### src/rtl/duck_round_scheduler_pkg.sv
// duck_round_scheduler_pkg: state encoding, default frame timing and
// counter sizing helpers for the duck hunt round scheduler.
package duck_round_scheduler_pkg;

  typedef enum logic [3:0] {
    IDLE      = 4'd0,
    INTRO     = 4'd1,
    SPAWN     = 4'd2,
    FLY       = 4'd3,
    HIT       = 4'd4,
    ESCAPE    = 4'd5,
    SHOW      = 4'd6,
    ROUND_END = 4'd7,
    DONE      = 4'd8
  } sched_state_t;

  localparam int DEF_DUCKS_PER_ROUND = 10;
  localparam int DEF_ROUNDS          = 5;
  localparam int DEF_INTRO_FRAMES    = 120;
  localparam int DEF_FLIGHT_FRAMES   = 300;
  localparam int DEF_FALL_FRAMES     = 40;
  localparam int DEF_SHOW_FRAMES     = 60;
  localparam int DEF_SPEEDUP_STEP    = 30;
  localparam int DEF_MIN_FLIGHT      = 120;

  localparam int ENEMY_SCORE_MAX = 99;
  localparam int MIN_CNT_W       = 9;

  function automatic int max_i(input int a, input int b);
    return (a > b) ? a : b;
  endfunction

  function automatic int cnt_width(input int mx);
    int w;
    w = 30;
    for (int i = 30; i >= 1; i--) begin
      if ((1 << i) > mx) w = i;
    end
    return max_i(w, MIN_CNT_W);
  endfunction

endpackage

### src/rtl/duck_round_scheduler_if.sv
// duck_round_scheduler_if: game-control side bundle of the round
// scheduler; master is the scheduler, slave is game control.
interface duck_round_scheduler_if;

  logic       game_enable;
  logic       game_start;
  logic       frame_tick;
  logic       intro_done;
  logic       duck_killed;
  logic       hunt_start;
  logic       duck_respawn;
  logic       dog_bird_enable;
  logic       dog_laugh;
  logic [6:0] enemy_score;
  logic [3:0] round_num;
  logic [3:0] duck_num;
  logic       rounds_finished;
  logic [3:0] state_o;

  modport master (
    input  game_enable,
    input  game_start,
    input  frame_tick,
    input  intro_done,
    input  duck_killed,
    output hunt_start,
    output duck_respawn,
    output dog_bird_enable,
    output dog_laugh,
    output enemy_score,
    output round_num,
    output duck_num,
    output rounds_finished,
    output state_o
  );

  modport slave (
    output game_enable,
    output game_start,
    output frame_tick,
    output intro_done,
    output duck_killed,
    input  hunt_start,
    input  duck_respawn,
    input  dog_bird_enable,
    input  dog_laugh,
    input  enemy_score,
    input  round_num,
    input  duck_num,
    input  rounds_finished,
    input  state_o
  );

endinterface

### src/rtl/duck_round_scheduler_frame_timer.sv
// duck_round_scheduler_frame_timer: frame counter with clear, tick
// enable and a terminal-count compare against a supplied limit.
module duck_round_scheduler_frame_timer #(
  parameter int CW = 9
) (
  input  logic          clk,
  input  logic          rst,
  input  logic          i_clr,
  input  logic          i_tick,
  input  logic [CW-1:0] i_lim,
  output logic          o_tc
);

  logic [CW-1:0] r_cnt;

  // saturate so a long idle stretch never wraps back under the limit
  always_ff @(posedge clk or negedge rst) begin
    if (!rst) begin
      r_cnt <= '0;
    end else if (i_clr) begin
      r_cnt <= '0;
    end else if (i_tick && (r_cnt != '1)) begin
      r_cnt <= r_cnt + 1'b1;
    end
  end

  assign o_tc = (r_cnt >= i_lim);

endmodule

### src/rtl/duck_round_scheduler.sv
// duck_round_scheduler: sequences intro, spawn, flight, hit/escape and
// dog reaction per duck and round. Option: DUCK_SCHED_SPEEDUP_EN.
module duck_round_scheduler
  import duck_round_scheduler_pkg::*;
#(
  parameter int DUCKS_PER_ROUND   = DEF_DUCKS_PER_ROUND,
  parameter int ROUNDS            = DEF_ROUNDS,
  parameter int INTRO_FRAMES      = DEF_INTRO_FRAMES,
  parameter int FLIGHT_FRAMES     = DEF_FLIGHT_FRAMES,
  parameter int FALL_FRAMES       = DEF_FALL_FRAMES,
  parameter int SHOW_FRAMES       = DEF_SHOW_FRAMES,
  parameter int SPEEDUP_STEP      = DEF_SPEEDUP_STEP,
  parameter int MIN_FLIGHT_FRAMES = DEF_MIN_FLIGHT
) (
  input  logic                   clk,
  input  logic                   rst,
  duck_round_scheduler_if.master bus
);

  localparam int MAX_F = max_i(
    max_i(max_i(INTRO_FRAMES, FLIGHT_FRAMES),
          max_i(FALL_FRAMES, SHOW_FRAMES)),
    max_i(SPEEDUP_STEP, MIN_FLIGHT_FRAMES));
  localparam int CW = cnt_width(MAX_F);

  localparam logic [3:0] ST_IDLE      = IDLE;
  localparam logic [3:0] ST_INTRO     = INTRO;
  localparam logic [3:0] ST_SPAWN     = SPAWN;
  localparam logic [3:0] ST_FLY       = FLY;
  localparam logic [3:0] ST_HIT       = HIT;
  localparam logic [3:0] ST_ESCAPE    = ESCAPE;
  localparam logic [3:0] ST_SHOW      = SHOW;
  localparam logic [3:0] ST_ROUND_END = ROUND_END;
  localparam logic [3:0] ST_DONE      = DONE;

  localparam logic [3:0] LAST_DUCK  = 4'(DUCKS_PER_ROUND - 1);
  localparam logic [3:0] LAST_ROUND = 4'(ROUNDS - 1);
  localparam logic [6:0] SCORE_MAX  = 7'(ENEMY_SCORE_MAX);

  logic [3:0]    r_state;
  logic [3:0]    w_nxt;
  logic          w_clr;
  logic          w_tc;
  logic [CW-1:0] w_lim;
  logic [CW-1:0] w_flight;
  logic          w_start;
  logic          w_esc;
  logic          r_last_hit;
  logic          w_lh_nxt;
  logic [6:0]    r_score;
  logic [3:0]    r_round;
  logic [3:0]    r_duck;
  logic          r_hunt;
  logic          r_respawn;
  logic          r_bird;
  logic          r_laugh;
  logic          r_finished;
  logic [3:0]    r_state_o;

  assign w_start = (r_state == ST_IDLE) && bus.game_enable
                   && bus.game_start;
  // a kill in the timeout cycle wins, so the escape needs !duck_killed
  assign w_esc = (r_state == ST_FLY) && bus.game_enable
                 && !bus.duck_killed && w_tc;

`ifdef DUCK_SCHED_SPEEDUP_EN
  localparam int SW = CW + 5;

  logic [3:0]    w_nrnd;
  logic [SW-1:0] w_red;
  logic [CW-1:0] w_fl_calc;
  logic [CW-1:0] r_flight;

  // limit for the round about to start, registered ahead of FLY
  assign w_nrnd = (r_state == ST_IDLE) ? 4'd0 : r_round + 4'd1;
  assign w_red  = SW'(w_nrnd) * SW'(SPEEDUP_STEP);
  assign w_fl_calc =
    (SW'(FLIGHT_FRAMES) >= w_red + SW'(MIN_FLIGHT_FRAMES))
      ? CW'(SW'(FLIGHT_FRAMES) - w_red)
      : CW'(MIN_FLIGHT_FRAMES);

  always_ff @(posedge clk or negedge rst) begin
    if (!rst) begin
      r_flight <= CW'(FLIGHT_FRAMES);
    end else if ((r_state == ST_IDLE)
                 || (r_state == ST_ROUND_END)) begin
      r_flight <= w_fl_calc;
    end
  end

  assign w_flight = r_flight;
`else
  assign w_flight = CW'(FLIGHT_FRAMES);
`endif

  always_comb begin
    w_lim = '0;
    unique case (1'b1)
      (r_state == ST_INTRO): w_lim = CW'(INTRO_FRAMES);
      (r_state == ST_FLY):   w_lim = w_flight;
      (r_state == ST_HIT):   w_lim = CW'(FALL_FRAMES);
      (r_state == ST_SHOW):  w_lim = CW'(SHOW_FRAMES);
      default:               w_lim = '0;
    endcase
  end

  always_comb begin
    w_nxt = r_state;
    if (!bus.game_enable) begin
      w_nxt = ST_IDLE;
    end else begin
      case (r_state)
        ST_IDLE: begin
          if (bus.game_start) w_nxt = ST_INTRO;
        end
        ST_INTRO: begin
          if (bus.intro_done || w_tc) w_nxt = ST_SPAWN;
        end
        ST_SPAWN: w_nxt = ST_FLY;
        ST_FLY: begin
          if (bus.duck_killed) w_nxt = ST_HIT;
          else if (w_tc)       w_nxt = ST_ESCAPE;
        end
        ST_HIT: begin
          if (w_tc) w_nxt = ST_SHOW;
        end
        ST_ESCAPE: w_nxt = ST_SHOW;
        ST_SHOW: begin
          if (w_tc) begin
            w_nxt = (r_duck == LAST_DUCK) ? ST_ROUND_END
                                          : ST_SPAWN;
          end
        end
        ST_ROUND_END: begin
          w_nxt = (r_round == LAST_ROUND) ? ST_DONE : ST_INTRO;
        end
        ST_DONE: w_nxt = ST_DONE;
        default: w_nxt = ST_IDLE;
      endcase
    end
  end

  assign w_clr = (w_nxt != r_state);

  duck_round_scheduler_frame_timer #(
    .CW (CW)
  ) u_timer (
    .clk    (clk),
    .rst    (rst),
    .i_clr  (w_clr),
    .i_tick (bus.frame_tick),
    .i_lim  (w_lim),
    .o_tc   (w_tc)
  );

  always_comb begin
    w_lh_nxt = r_last_hit;
    if (r_state == ST_HIT)    w_lh_nxt = 1'b1;
    if (r_state == ST_ESCAPE) w_lh_nxt = 1'b0;
  end

  always_ff @(posedge clk or negedge rst) begin
    if (!rst) begin
      r_state    <= ST_IDLE;
      r_last_hit <= 1'b0;
      r_score    <= '0;
      r_round    <= '0;
      r_duck     <= '0;
    end else begin
      r_state    <= w_nxt;
      r_last_hit <= w_lh_nxt;
      if (w_start) begin
        r_score <= '0;
      end else if (w_esc && (r_score < SCORE_MAX)) begin
        r_score <= r_score + 7'd1;
      end
      if (w_start) begin
        r_round <= '0;
      end else if ((r_state == ST_ROUND_END)
                   && (w_nxt == ST_INTRO)) begin
        r_round <= r_round + 4'd1;
      end
      if (w_start) begin
        r_duck <= '0;
      end else if ((r_state == ST_SHOW)
                   && (w_nxt == ST_SPAWN)) begin
        r_duck <= r_duck + 4'd1;
      end else if ((r_state == ST_ROUND_END)
                   && bus.game_enable) begin
        r_duck <= '0;
      end
    end
  end

  // outputs decode the next state so they line up with r_state
  always_ff @(posedge clk or negedge rst) begin
    if (!rst) begin
      r_hunt     <= 1'b0;
      r_respawn  <= 1'b0;
      r_bird     <= 1'b0;
      r_laugh    <= 1'b0;
      r_finished <= 1'b0;
      r_state_o  <= '0;
    end else begin
      r_hunt     <= (w_nxt == ST_FLY);
      r_respawn  <= (w_nxt == ST_SPAWN);
      r_bird     <= (w_nxt == ST_SHOW) && w_lh_nxt;
      r_laugh    <= (w_nxt == ST_SHOW) && !w_lh_nxt;
      r_finished <= (w_nxt == ST_DONE);
      r_state_o  <= w_nxt;
    end
  end

  assign bus.hunt_start      = r_hunt;
  assign bus.duck_respawn    = r_respawn;
  assign bus.dog_bird_enable = r_bird;
  assign bus.dog_laugh       = r_laugh;
  assign bus.enemy_score     = r_score;
  assign bus.round_num       = r_round;
  assign bus.duck_num        = r_duck;
  assign bus.rounds_finished = r_finished;
  assign bus.state_o         = r_state_o;

endmodule

### src/flat_wrapper.sv
// flat-port wrapper written by rule: the top's interface ports become plain ports
module duck_round_scheduler_flat import duck_round_scheduler_pkg::*;
#(
  parameter int DUCKS_PER_ROUND   = DEF_DUCKS_PER_ROUND,
  parameter int ROUNDS            = DEF_ROUNDS,
  parameter int INTRO_FRAMES      = DEF_INTRO_FRAMES,
  parameter int FLIGHT_FRAMES     = DEF_FLIGHT_FRAMES,
  parameter int FALL_FRAMES       = DEF_FALL_FRAMES,
  parameter int SHOW_FRAMES       = DEF_SHOW_FRAMES,
  parameter int SPEEDUP_STEP      = DEF_SPEEDUP_STEP,
  parameter int MIN_FLIGHT_FRAMES = DEF_MIN_FLIGHT
)
  (clk, rst, bus_game_enable, bus_game_start, bus_frame_tick, bus_intro_done, bus_duck_killed, bus_hunt_start, bus_duck_respawn, bus_dog_bird_enable, bus_dog_laugh, bus_enemy_score, bus_round_num, bus_duck_num, bus_rounds_finished, bus_state_o);
  duck_round_scheduler_if bus_i ();
  input  logic clk;
  input  logic rst;
  input wire logic [$bits(bus_i.game_enable)-1:0] bus_game_enable;
  input wire logic [$bits(bus_i.game_start)-1:0] bus_game_start;
  input wire logic [$bits(bus_i.frame_tick)-1:0] bus_frame_tick;
  input wire logic [$bits(bus_i.intro_done)-1:0] bus_intro_done;
  input wire logic [$bits(bus_i.duck_killed)-1:0] bus_duck_killed;
  output wire logic [$bits(bus_i.hunt_start)-1:0] bus_hunt_start;
  output wire logic [$bits(bus_i.duck_respawn)-1:0] bus_duck_respawn;
  output wire logic [$bits(bus_i.dog_bird_enable)-1:0] bus_dog_bird_enable;
  output wire logic [$bits(bus_i.dog_laugh)-1:0] bus_dog_laugh;
  output wire logic [$bits(bus_i.enemy_score)-1:0] bus_enemy_score;
  output wire logic [$bits(bus_i.round_num)-1:0] bus_round_num;
  output wire logic [$bits(bus_i.duck_num)-1:0] bus_duck_num;
  output wire logic [$bits(bus_i.rounds_finished)-1:0] bus_rounds_finished;
  output wire logic [$bits(bus_i.state_o)-1:0] bus_state_o;
  assign bus_i.game_enable = bus_game_enable;
  assign bus_i.game_start = bus_game_start;
  assign bus_i.frame_tick = bus_frame_tick;
  assign bus_i.intro_done = bus_intro_done;
  assign bus_i.duck_killed = bus_duck_killed;
  assign bus_hunt_start = bus_i.hunt_start;
  assign bus_duck_respawn = bus_i.duck_respawn;
  assign bus_dog_bird_enable = bus_i.dog_bird_enable;
  assign bus_dog_laugh = bus_i.dog_laugh;
  assign bus_enemy_score = bus_i.enemy_score;
  assign bus_round_num = bus_i.round_num;
  assign bus_duck_num = bus_i.duck_num;
  assign bus_rounds_finished = bus_i.rounds_finished;
  assign bus_state_o = bus_i.state_o;
  duck_round_scheduler #(.DUCKS_PER_ROUND(DUCKS_PER_ROUND), .ROUNDS(ROUNDS), .INTRO_FRAMES(INTRO_FRAMES), .FLIGHT_FRAMES(FLIGHT_FRAMES), .FALL_FRAMES(FALL_FRAMES), .SHOW_FRAMES(SHOW_FRAMES), .SPEEDUP_STEP(SPEEDUP_STEP), .MIN_FLIGHT_FRAMES(MIN_FLIGHT_FRAMES)) u_core (.clk(clk), .rst(rst), .bus(bus_i));
endmodule
### config.mk
export PLATFORM = sky130hd
export DESIGN_NAME = duck_round_scheduler_flat
export DESIGN_NICKNAME = d
export VERILOG_FILES = /design/src/rtl/duck_round_scheduler_pkg.sv /design/src/rtl/duck_round_scheduler_if.sv /design/src/rtl/duck_round_scheduler_frame_timer.sv /design/src/rtl/duck_round_scheduler.sv /design/src/flat_wrapper.sv
export SDC_FILE = /design/constraint.sdc
export NUM_CORES = 1
export LEC_CHECK = 0
export CAP_MARGIN = 20
export CELL_PAD_IN_SITES_DETAIL_PLACEMENT = 1
export CELL_PAD_IN_SITES_GLOBAL_PLACEMENT = 1
export CORE_ASPECT_RATIO = 1.5
export CORE_MARGIN = 2
export CORE_UTILIZATION = 45
export CTS_CLUSTER_DIAMETER = 40
export DETAILED_ROUTE_END_ITERATION = 10
export PLACE_DENSITY_LB_ADDON = 0.1
export SLEW_MARGIN = 20
export SYNTH_ARGS = -nofsm -noshare
export SYNTH_HDL_FRONTEND = slang
export SYNTH_SLANG_ARGS = --single-unit
### constraint.sdc
create_clock -name clk -period 4.1 [get_ports clk]
set_input_delay 1.025 -clock clk [delete_from_list [all_inputs] [get_ports clk]]
set_output_delay 1.025 -clock clk [all_outputs]
set_load 0.05 [all_outputs]
==> summary.md <==
| Metric | Value |
|---|---|
| Req. time, crit path | between 4000 and 5000 ps |
| Site row count | 30 |
| Crit path DAT | 3730 ps |
| Gr ovfl total | 0 |
| N_diodes | 0 |
| CTS tree | done |
| ANT nets after route | 0 |
| Power density over the cells | approximately 480 mW/mm^2 |
| Cells after DPL | 316 |
| Clock transition at path regs | 80 ps |
| CP endpoint kind | flop |
| Slew @ Worst Pin | around 630 ps |
| # clock sinks | 34 |
| Final Cycle Share | 0.860 |
| Type of the tightest min-delay check | reg -> reg |
| Fin crit period | ~3500 ps |
| Nets@finish | between 200 and 300 |
| Share of the synthesized area in the top cell type | 0.393 |
| Syn_nets | 246 |
| Final HPWL DP | between 4 and 5 mm |
| Fmax | ~280 MHz |
| Area leader, netlist | dfrtp_1 |
| Share of post-route cells with drive strength above 1 | 0.0923 |
| Drt first-iter violations | 60 |
| Worst VDD drop | around 0.00038 V |
| Cell area after synthesis | 0.00217 sq mm |
| Synth Flop Type | dfrtp_1 |
| FFs w/ async S/R, synth | 1.00 |
| Post-synth EDFFs | 0 |
| Wirelength per Cell | 17.2 um |
| Die Span X | 60.7 um |
| Vias in the first global route | 1,974 |
| Worst clock skew | 4.62 ps |
| PostCTS Resize Cnt | 0 |
| Ranking of synthesized cells by area | dfrtp_1 (39%), ha_1 (8.1%), nor2_1 (6.1%) |
| Non-Filler Instances | around 320 |
| Part of the Yosys area used for sequential elements | 0.393 |
| Port bufs | 30 |
| RSZ-0062 raised after global routing | no |
| Via count | around 1,800 |
| DRC Markers | 0 |
| Warnings from Yosys | 0 |
| Initial Util | 0.473 |
| Clock root buffer | clkbuf_8 |
| Rel. slew slack | 0.578 |
| Die area | 0.00540 sq mm |
| CTS Hold Buffers Added | 0 |
| Vias/cell | ~5.5 |
| Count of final max-slew check failures | 0 |
| Core Util, Final | 0.584 |
| Initial antenna violation count | 0 |
| Final TNS setup | 0 ps |
| Area growth from synthesis to layout | 23.3% |
| Leakage power | 1.15 nW |
| Crit path kind | reg -> reg |
| Drt first pass iters | 4 |
| Post-CTS setup buffers | 0 |
| Final setup vio count | 0 |
| CTS Buf Count | 5 |
| GR Util All Layers | 0.233 |
| Max Root-Sink Buffers | 2 |
| Worst-Skew Late Latency | about 290 ps |
| Die Span Y | 89.0 um |
| H-tree level count | 2 |
| CORE AREA | 0.00458 sq mm |
| Final WL | 5.58 mm |
| I/O Pins | 31 |
| FF+latch count, synth | 34 |
| Yosys cell types | between 50 and 60 |
| Mapped Cells | 225 |
| Placer Congestion | ~0.87 |
| Outcome | finished clean |
| Maximum capacitance violations | 0 |
| Largest net degree at the start of global routing | 35 |
| Worst-path maximum fanout | 18 |
| Syn_area_per_cell | just under 10 sq um |
| First-pass GRT wire length | approximately 9.3 mm |
| Final hold vios | 0 |
| Setup crit start kind | flop |
-- cells in the final DEF (no fill, tap or decap), drive strengths merged, types with 7 or more instances in the layout --
cell type       n
xor2           10
inv             8
nand2          20
a21oi           9
nand2b          8
clkdlybuf4s50  30
o21ai          10
ha             14
nor2           35
dfrtp          34
mux2i           7
-- sequential cells by signal, indices dropped and copies added (netlist names), 4 cells and up --
signal                  count
u_core.bus.duck_num         4
u_core.bus.enemy_score      7
u_core.bus.round_num        4
u_core.r_state              4
u_core.u_timer.r_cnt        9
-- through the flow --
stage          total power, mW  hold WS, ps  setup slack (ps)  instance area [sq um]
2_1_floorplan            0.784          479               949                   2170
3_3_place_gp             0.904          519               776                   2530
3_5_place_dp             0.914          530               589                   2530
4_1_cts                   1.29          586               558                   2670
5_1_grt                   1.35          630               350                   2670
6_report                  1.28          590               573                   2670
-- power breakdown --
part	switching, mW	internal (mW)	total (mW)
Combinational	0.289	0.201	0.490
Clock	0.135	0.244	0.379
Sequential	0.0514	0.363	0.414
-- synthesized netlist by cell type, drive strengths merged (4+ instances only) --
master   n
inv      8
xnor2    5
a21oi    9
nor3     4
xor2    10
nand2   20
ha      14
nor2    35
nor2b    4
nand4    6
mux2i    7
nand2b   8
nand3    6
dfrtp   34
o21ai   10
-- cell families after synthesis --
family                   share of synthesized area
AND/OR/NAND/NOR                              0.230
AO/OA/AOI/OAI                                0.162
flip-flops                                   0.393
XOR/XNOR                                    0.0606
buffers and inverters                       0.0300
adder cells (fa/ha/maj)                     0.0808
multiplexers                                0.0439
-- layer usage --
metal	part of all wire	global-route usage	up-vias
li1	-	-	854
met1	0.37	0.242	874
met2	0.57	0.438	30
met3	0.028	0.0434	14
met4	0.035	0.105	0
met5	0	0	-
-- path summary, 6_finish.rpt --
path	slack, ps	endpoint	startpoint	cells after the start
max in group asynchronous	2640	u_core.bus.round_num[3]	rst	2
worst max register to register	570	u_core.bus.duck_num[3]	u_core.r_state[0]	11
worst max-delay path	570	u_core.bus.duck_num[3]	u_core.r_state[0]	11
worst min-delay path	590	u_core.bus.enemy_score[6]	u_core.bus.enemy_score[6]	2
worst min register to register	590	u_core.bus.enemy_score[6]	u_core.bus.enemy_score[6]	2
min in group asynchronous	1140	u_core.r_state[0]	rst	2
-- cell type report --
class                      instances  area (sq um)
clock inverter                     3          68.8
inverter                           8          30.0
timing repair buffer              33           323
multi-input combinational        177          1250
tap                               64          80.1
clock buffer                       5          68.8
fill                             532          1910
sequential                        34           851
-- worst max-delay path, cell delays in order (launching register included) --
cell	delay, ps
dfrtp_1	720
nand2b_1	140
or3_4	390
and2_1	180
ha_1	290
a21oi_1	200
o21a_1	230
o21a_4	190
mux2i_4	350
nand2b_1	130
nor2_1	340
mux2i_1	280
No activity file was read; power rests on OpenSTA's default activity.
